`src/rtl/cell_scanner.sv`:
```
// cell_scanner: walks a fixed 8x8 board once per scan_start and presents one
// cell per accepted handshake (idx 0..63). Each cell carries its display code
// (hidden / revealed mine / adjacent mine count). At the end of the scan the
// registered game_lost / game_won result is loaded.
//
// Optional feature: define CELL_SCANNER_CURSOR_MARK_EN to flag the cursor cell
// on cell_cursor. When the macro is undefined, cell_cursor is tied to 0 and no
// cursor snapshot is kept.
module cell_scanner (
    input  logic        clk,
    input  logic        rst,
    input  logic        scan_start,
    input  logic [63:0] clicked_flat,
    input  logic [63:0] mine_flat,
    input  logic [2:0]  cursor_X,
    input  logic [2:0]  cursor_Y,
    input  logic        cell_ready,
    output logic        busy,
    output logic        cell_valid,
    output logic [5:0]  cell_idx,
    output logic [3:0]  cell_code,
    output logic        cell_cursor,
    output logic        scan_done,
    output logic        game_lost,
    output logic        game_won
);

    typedef enum logic [1:0] {
        S_IDLE  = 2'd0,
        S_LATCH = 2'd1,
        S_SCAN  = 2'd2,
        S_DONE  = 2'd3
    } state_t;

    localparam logic [3:0] CODE_MINE   = 4'hE;
    localparam logic [3:0] CODE_HIDDEN = 4'hF;
    localparam logic [5:0] IDX_LAST    = 6'd63;
    localparam logic [6:0] NUM_CELLS   = 7'd64;

    state_t      state;
    logic [5:0]  idx;
    logic [63:0] snap_clicked;
    logic [63:0] snap_mine;
    logic        lost;
    logic [6:0]  mine_cnt;
    logic [6:0]  safe_cnt;

    logic        accept;
    logic        cur_clicked;
    logic        cur_mine;
    logic [3:0]  nbr_mines;

    // Count mines among the up-to-8 neighbours of cell i; off-board
    // positions are skipped so the board never wraps at its edges.
    function automatic logic [3:0] nbr_count(input logic [63:0] m, input logic [5:0] i);
        logic [3:0] n;
        logic [5:0] b;
        int         cx, cy, nx, ny;
        n  = '0;
        b  = '0;
        cx = int'(i[5:3]);
        cy = int'(i[2:0]);
        for (int dx = -1; dx <= 1; dx++) begin
            for (int dy = -1; dy <= 1; dy++) begin
                nx = cx + dx;
                ny = cy + dy;
                if (!(dx == 0 && dy == 0) && nx >= 0 && nx < 8 && ny >= 0 && ny < 8) begin
                    b = 6'(nx * 8 + ny);
                    n = n + {3'b000, m[b]};
                end
            end
        end
        return n;
    endfunction

    assign accept      = (state == S_SCAN) && cell_ready;
    assign cur_clicked = snap_clicked[idx];
    assign cur_mine    = snap_mine[idx];
    assign nbr_mines   = nbr_count(snap_mine, idx);
    assign busy        = (state != S_IDLE);

    // Scan sequencing, snapshot capture, per-cell tallies and result registers.
    always_ff @(posedge clk or posedge rst) begin
        if (rst) begin
            state        <= S_IDLE;
            idx          <= '0;
            snap_clicked <= '0;
            snap_mine    <= '0;
            lost         <= 1'b0;
            mine_cnt     <= '0;
            safe_cnt     <= '0;
            scan_done    <= 1'b0;
            game_lost    <= 1'b0;
            game_won     <= 1'b0;
        end else begin
            scan_done <= 1'b0;
            case (state)
                S_IDLE: begin
                    if (scan_start) state <= S_LATCH;
                end
                S_LATCH: begin
                    snap_clicked <= clicked_flat;
                    snap_mine    <= mine_flat;
                    idx          <= '0;
                    lost         <= 1'b0;
                    mine_cnt     <= '0;
                    safe_cnt     <= '0;
                    state        <= S_SCAN;
                end
                S_SCAN: begin
                    if (accept) begin
                        if (cur_clicked && cur_mine)  lost     <= 1'b1;
                        if (cur_mine)                 mine_cnt <= mine_cnt + 7'd1;
                        if (cur_clicked && !cur_mine) safe_cnt <= safe_cnt + 7'd1;
                        if (idx == IDX_LAST) begin
                            // idx stays at 63; the pulse lines up with DONE
                            state     <= S_DONE;
                            scan_done <= 1'b1;
                        end else begin
                            idx <= idx + 6'd1;
                        end
                    end
                end
                S_DONE: begin
                    game_lost <= lost;
                    game_won  <= !lost && (safe_cnt == (NUM_CELLS - mine_cnt));
                    state     <= S_IDLE;
                end
                default: state <= S_IDLE;
            endcase
        end
    end

    // Present the cell at idx straight from the snapshot while scanning.
    always_comb begin
        cell_valid = (state == S_SCAN);
        cell_idx   = '0;
        cell_code  = '0;
        if (cell_valid) begin
            cell_idx = idx;
            if (!cur_clicked)  cell_code = CODE_HIDDEN;
            else if (cur_mine) cell_code = CODE_MINE;
            else               cell_code = nbr_mines;
        end
    end

`ifdef CELL_SCANNER_CURSOR_MARK_EN
    logic [2:0] snap_cx;
    logic [2:0] snap_cy;

    // Cursor position is frozen with the maps so the mark is stable mid-scan.
    always_ff @(posedge clk or posedge rst) begin
        if (rst) begin
            snap_cx <= '0;
            snap_cy <= '0;
        end else if (state == S_LATCH) begin
            snap_cx <= cursor_X;
            snap_cy <= cursor_Y;
        end
    end

    assign cell_cursor = cell_valid && (idx == {snap_cx, snap_cy});
`else
    logic unused_cursor;
    assign unused_cursor = ^{cursor_X, cursor_Y};
    assign cell_cursor   = 1'b0;
`endif

endmodule

```
`config.mk`:
```
export PLATFORM = sky130hd
export DESIGN_NAME = cell_scanner
export DESIGN_NICKNAME = d
export VERILOG_FILES = /design/src/rtl/cell_scanner.sv
export SDC_FILE = /design/constraint.sdc
export NUM_CORES = 1
export LEC_CHECK = 0
export ABC_AREA = 1
export ABC_CLOCK_PERIOD_IN_PS = 9200
export CAP_MARGIN = 25
export CORE_ASPECT_RATIO = 1.2
export CORE_UTILIZATION = 46
export CTS_CLUSTER_DIAMETER = 30
export DETAILED_ROUTE_END_ITERATION = 16
export HOLD_SLACK_MARGIN = 0.02
export PLACE_DENSITY = 0.77
export SETUP_SLACK_MARGIN = 0.4
export SYNTH_ARGS = -nofsm -noshare
export SYNTH_HDL_FRONTEND = slang
export SYNTH_SLANG_ARGS = --single-unit
export TNS_END_PERCENT = 10
```
`constraint.sdc`:
```
create_clock -name clk -period 9.2 [get_ports clk]
set_input_delay 1.84 -clock clk [delete_from_list [all_inputs] [get_ports clk]]
set_output_delay 1.84 -clock clk [all_outputs]
set_load 0.05 [all_outputs]
```
==> impl_metrics.prom <==
# TYPE chip_impl_metric gauge
chip_impl_info{name="mostFrequentLayoutCell",value="sky130_fd_sc_hd__nand2_1"} 1
chip_impl_metric{name="yosysSeqAreaShare",unit=""} 0.384
chip_impl_metric{name="post-place-ws",unit="ps"} 1030
chip_impl_metric{name="synth_area_per_cell",unit="um^2"} 7.72
chip_impl_metric{name="i_o_pin_total",unit=""} 154
chip_impl_metric{name="yosysTopAreaCellShare",unit=""} 0.384
chip_impl_info{name="clock_tree.root_cell",value="sky130_fd_sc_hd__clkbuf_16"} 1
chip_impl_metric{name="p_per_area",unit="nW/um^2"} 357
chip_impl_info{name="critPathKind",value="reg2out"} 1
chip_impl_metric{name="die_h",unit="um"} 164
chip_impl_info{name="path_delay_family",value="adder cells"} 1
chip_impl_metric{name="hpwl",unit="um"} 18300
chip_impl_metric{name="antenna_found_initial",unit=""} 0
chip_impl_metric{name="timing.max_cap.violations",unit=""} 0
chip_impl_metric{name="rows",unit=""} 58
chip_impl_metric{name="post_detailed_route_via_to_cell_ratio",unit=""} 5.47
chip_impl_metric{name="clk_pin_slew_worst_paths",unit="ps"} 70
chip_impl_info{name="ys_top_cells_by_area",value="sky130_fd_sc_hd__dfrtp_1 (38%), sky130_fd_sc_hd__nand2_1 (11%), sky130_fd_sc_hd__o21ai_0 (8.8%)"} 1
chip_impl_metric{name="worst-path-buf-inv",unit=""} 4
chip_impl_info{name="setup.worst_path.start_class",value="flip-flop"} 1
chip_impl_metric{name="grt_pass1_vias",unit=""} 8715
chip_impl_metric{name="clock-skew-final",unit="ps"} 14.9
chip_impl_metric{name="fp.dieArea",unit="um^2"} 22400
chip_impl_info{name="cts_tree",value="yes"} 1
chip_impl_metric{name="cts.path.max_buffers",unit=""} 2
chip_impl_metric{name="grt_remaining_overflow",unit=""} 0
chip_impl_metric{name="grt_util_all_layers",unit=""} 0.245
chip_impl_metric{name="tightestPinTransition",unit="ps"} 971
chip_impl_metric{name="cts-htree-levels",unit=""} 4
chip_impl_metric{name="period_needed",unit="ps"} 8310
chip_impl_metric{name="chipWidth",unit="um"} 137
chip_impl_metric{name="power.static_leakage",unit="nW"} 5.67
chip_impl_metric{name="grt_start_max_net_pins",unit=""} 175
chip_impl_metric{name="worst_ir_drop_vdd",unit="uV"} 322
chip_impl_metric{name="timing.max_slew.rel_slack",unit=""} 0.353
chip_impl_metric{name="drt_drc_violations_left",unit=""} 0
chip_impl_info{name="crit_top_cell",value="sky130_fd_sc_hd__ha_1"} 1
chip_impl_metric{name="setup_slack",unit="ps"} 890
chip_impl_metric{name="total_power_after_layout",unit="mW"} 4.44
chip_impl_metric{name="insertedDiodeCount",unit=""} 0
chip_impl_info{name="critical_path.endpoint_type",value="primary output"} 1
chip_impl_metric{name="initial_utilization",unit=""} 0.474
chip_impl_metric{name="drt_iter0_drc",unit=""} 731
chip_impl_metric{name="setup_total_negative_slack",unit="ps"} 0
chip_impl_info{name="layout_common_cells",value="sky130_fd_sc_hd__nand2_1 (305), sky130_fd_sc_hd__o21ai_0 (176), sky130_fd_sc_hd__dfrtp_1 (153)"} 1
chip_impl_metric{name="placed_cell_area",unit="um^2"} 11600
chip_impl_metric{name="layout_worst_path_cycle_share",unit=""} 0.903
chip_impl_metric{name="timing.hold.ws",unit="ps"} 501
chip_impl_info{name="netlist.top_cell.by_area",value="sky130_fd_sc_hd__dfrtp_1"} 1
chip_impl_metric{name="critPathRequiredTime",unit="ps"} 7360
chip_impl_metric{name="report.final.slew_viol_count",unit=""} 0
chip_impl_metric{name="drt-pass1-iter-count",unit=""} 7
chip_impl_info{name="setup_repair_after_global_routing_missed_its_margin",value="false"} 1
chip_impl_info{name="status",value="finished clean"} 1
chip_impl_metric{name="globalplace.congestion",unit=""} 0.893
chip_impl_metric{name="vias",unit=""} 9298
chip_impl_metric{name="portBuffers",unit=""} 146
chip_impl_info{name="hold_class",value="reg2reg"} 1
chip_impl_metric{name="grt_first_pass_wirelength",unit="um"} 42800
chip_impl_metric{name="layout.nets",unit=""} 1591
chip_impl_metric{name="cp_data_arrival_time",unit="ps"} 6470
chip_impl_metric{name="holdBufCountCts",unit=""} 0
chip_impl_metric{name="post-route-cell-area",unit="um^2"} 12400
chip_impl_metric{name="achievable-frequency",unit="GHz"} 0.120
chip_impl_metric{name="finalSetupViolCount",unit=""} 0
chip_impl_metric{name="drt_wl_total",unit="um"} 26400
chip_impl_metric{name="hold_viol_final",unit=""} 0
chip_impl_metric{name="clock_sinks",unit=""} 154
chip_impl_metric{name="post_synth_inst_count",unit=""} 1302
chip_impl_metric{name="timing.critical_path.fanout_max",unit=""} 8
chip_impl_metric{name="route.antenna.remaining_nets",unit=""} 0
chip_impl_metric{name="synth_cell_type_count",unit=""} 50
chip_impl_metric{name="clock_insertion_delay_worst_skew",unit="ps"} 440
chip_impl_metric{name="postSynthNetCount",unit=""} 1475
chip_impl_metric{name="cts_made_buffers",unit=""} 17
chip_impl_metric{name="crit_path_max_incr_delay",unit="ps"} 600
chip_impl_metric{name="post_route_cells_drive_above_1_share",unit=""} 0.118
chip_impl_info{name="crit_slowest_cell",value="sky130_fd_sc_hd__dfrtp_1"} 1
chip_impl_metric{name="wl_per_cell",unit="um"} 15.5
chip_impl_metric{name="postSynthRegisterBits",unit=""} 154
chip_impl_metric{name="floorplan.core_area",unit="um^2"} 21200
chip_impl_metric{name="netlist_area",unit="um^2"} 10000
chip_impl_metric{name="reg2reg_setup_slack",unit="ps"} 6160
chip_impl_metric{name="synth-warning-count",unit=""} 0
chip_impl_metric{name="areaGrowthSynthToFinish",unit="%"} 23.6
[synth_stat cells, drive strengths merged]
cell,instances
fa,3
mux2,67
o21a,2
o22ai,8
nor2,75
o21ai,212
a211o,2
o221ai,1
a21boi,1
conb,1
xnor2,8
a31oi,6
ha,32
or2,5
o22a,4
nor4,2
nand3,77
clkinv,1
a21oi,75
clkbuf,32
nor3,5
xor2,20
nand3b,2
buf,41
and3,1
nor3b,1
nand2,317
o31ai,1
mux2i,1
o41ai,1
inv,126
nand4,11
dfrtp,154
o211ai,6
a32o,1
[sequential cells by signal, indices dropped and copies added, names as in the netlist]
| register | count |
|---|---|
| state | 2 |
| idx | 6 |
| snap_mine | 64 |
| game_lost | 1 |
| lost | 1 |
| snap_clicked | 64 |
| game_won | 1 |
| scan_done | 1 |
| safe_cnt | 7 |
| mine_cnt | 7 |
[what timing repair did]
| item | in CTS | in global routing |
|---|---|---|
| endpoints found under the setup margin | 0 | 2 |
| gates resized for setup | 0 | 26 |
| buffers inserted | 0 | 6 |
[worst reg2reg max path: stages (launching register included)]
cell                       delay (ps)
sky130_fd_sc_hd__dfrtp_1          430
sky130_fd_sc_hd__inv_1            120
sky130_fd_sc_hd__ha_1             360
sky130_fd_sc_hd__buf_16           230
sky130_fd_sc_hd__clkinv_1         190
sky130_fd_sc_hd__nor2_1            60
sky130_fd_sc_hd__nor2_1           700
sky130_fd_sc_hd__nand2_1          310
sky130_fd_sc_hd__inv_1            210
sky130_fd_sc_hd__nand3_1          110
sky130_fd_sc_hd__o22ai_1          120
sky130_fd_sc_hd__a21oi_1           50
[cell families after synthesis]
kind of cell	after synthesis	share of synthesized area
compound gates	320	0.168
other cells	1	0.000373
fa+ha+maj	35	0.0458
mux	68	0.0761
simple gates	496	0.213
buf+inv	200	0.0894
flops	154	0.384
xor+xnor	28	0.0244
[area by class of cell]
| cell class | count | area (um^2) |
|---|---|---|
| flip-flops and latches | 154 | 3860 |
| inverters | 127 | 494 |
| repair buffers | 169 | 1780 |
| multi-input cells | 948 | 5380 |
| clock buffers | 19 | 443 |
| repair inverters | 1 | 5.00 |
| clock inverters | 12 | 129 |
| well taps | 270 | 338 |
| fillers | 1878 | 8770 |
[per-layer routing]
metal  part of all wire  track usage  up-vias
li1                   -            -     4555
met5                  0            0        -
met1               0.42        0.309     4371
met2               0.50        0.414      307
met3              0.050       0.0380       65
met4              0.033        0.105        0
[per-stage QoR]
| stage | instances | util |
|---|---|---|
| 6_report | 1700 | 0.586 |
| 5_1_grt | 1700 | 0.586 |
| 4_1_cts | 1690 | 0.575 |
| 3_5_place_dp | 1659 | 0.548 |
| 3_3_place_gp | 1659 | 0.548 |
| 2_1_floorplan | 1302 | - |
[worst paths after layout]
check,start,endpoint,depth (start not counted)
max in group asynchronous,rst,snap_clicked[42],3
min in group asynchronous,rst,snap_mine[42],2
worst max-delay path,idx[5],cell_code[2],33
worst min register to register,snap_clicked[52],snap_clicked[52],1
worst min-delay path,snap_clicked[52],snap_clicked[52],1
worst max register to register,state[0],idx[5],11
[where the power goes]
part           switching [mW]  internal (mW)
Clock                   0.299          0.387
Combinational            1.57           1.04
Sequential              0.158          0.988
Total                    2.03           2.41
Note: power is estimated with default switching activity, not from simulation.
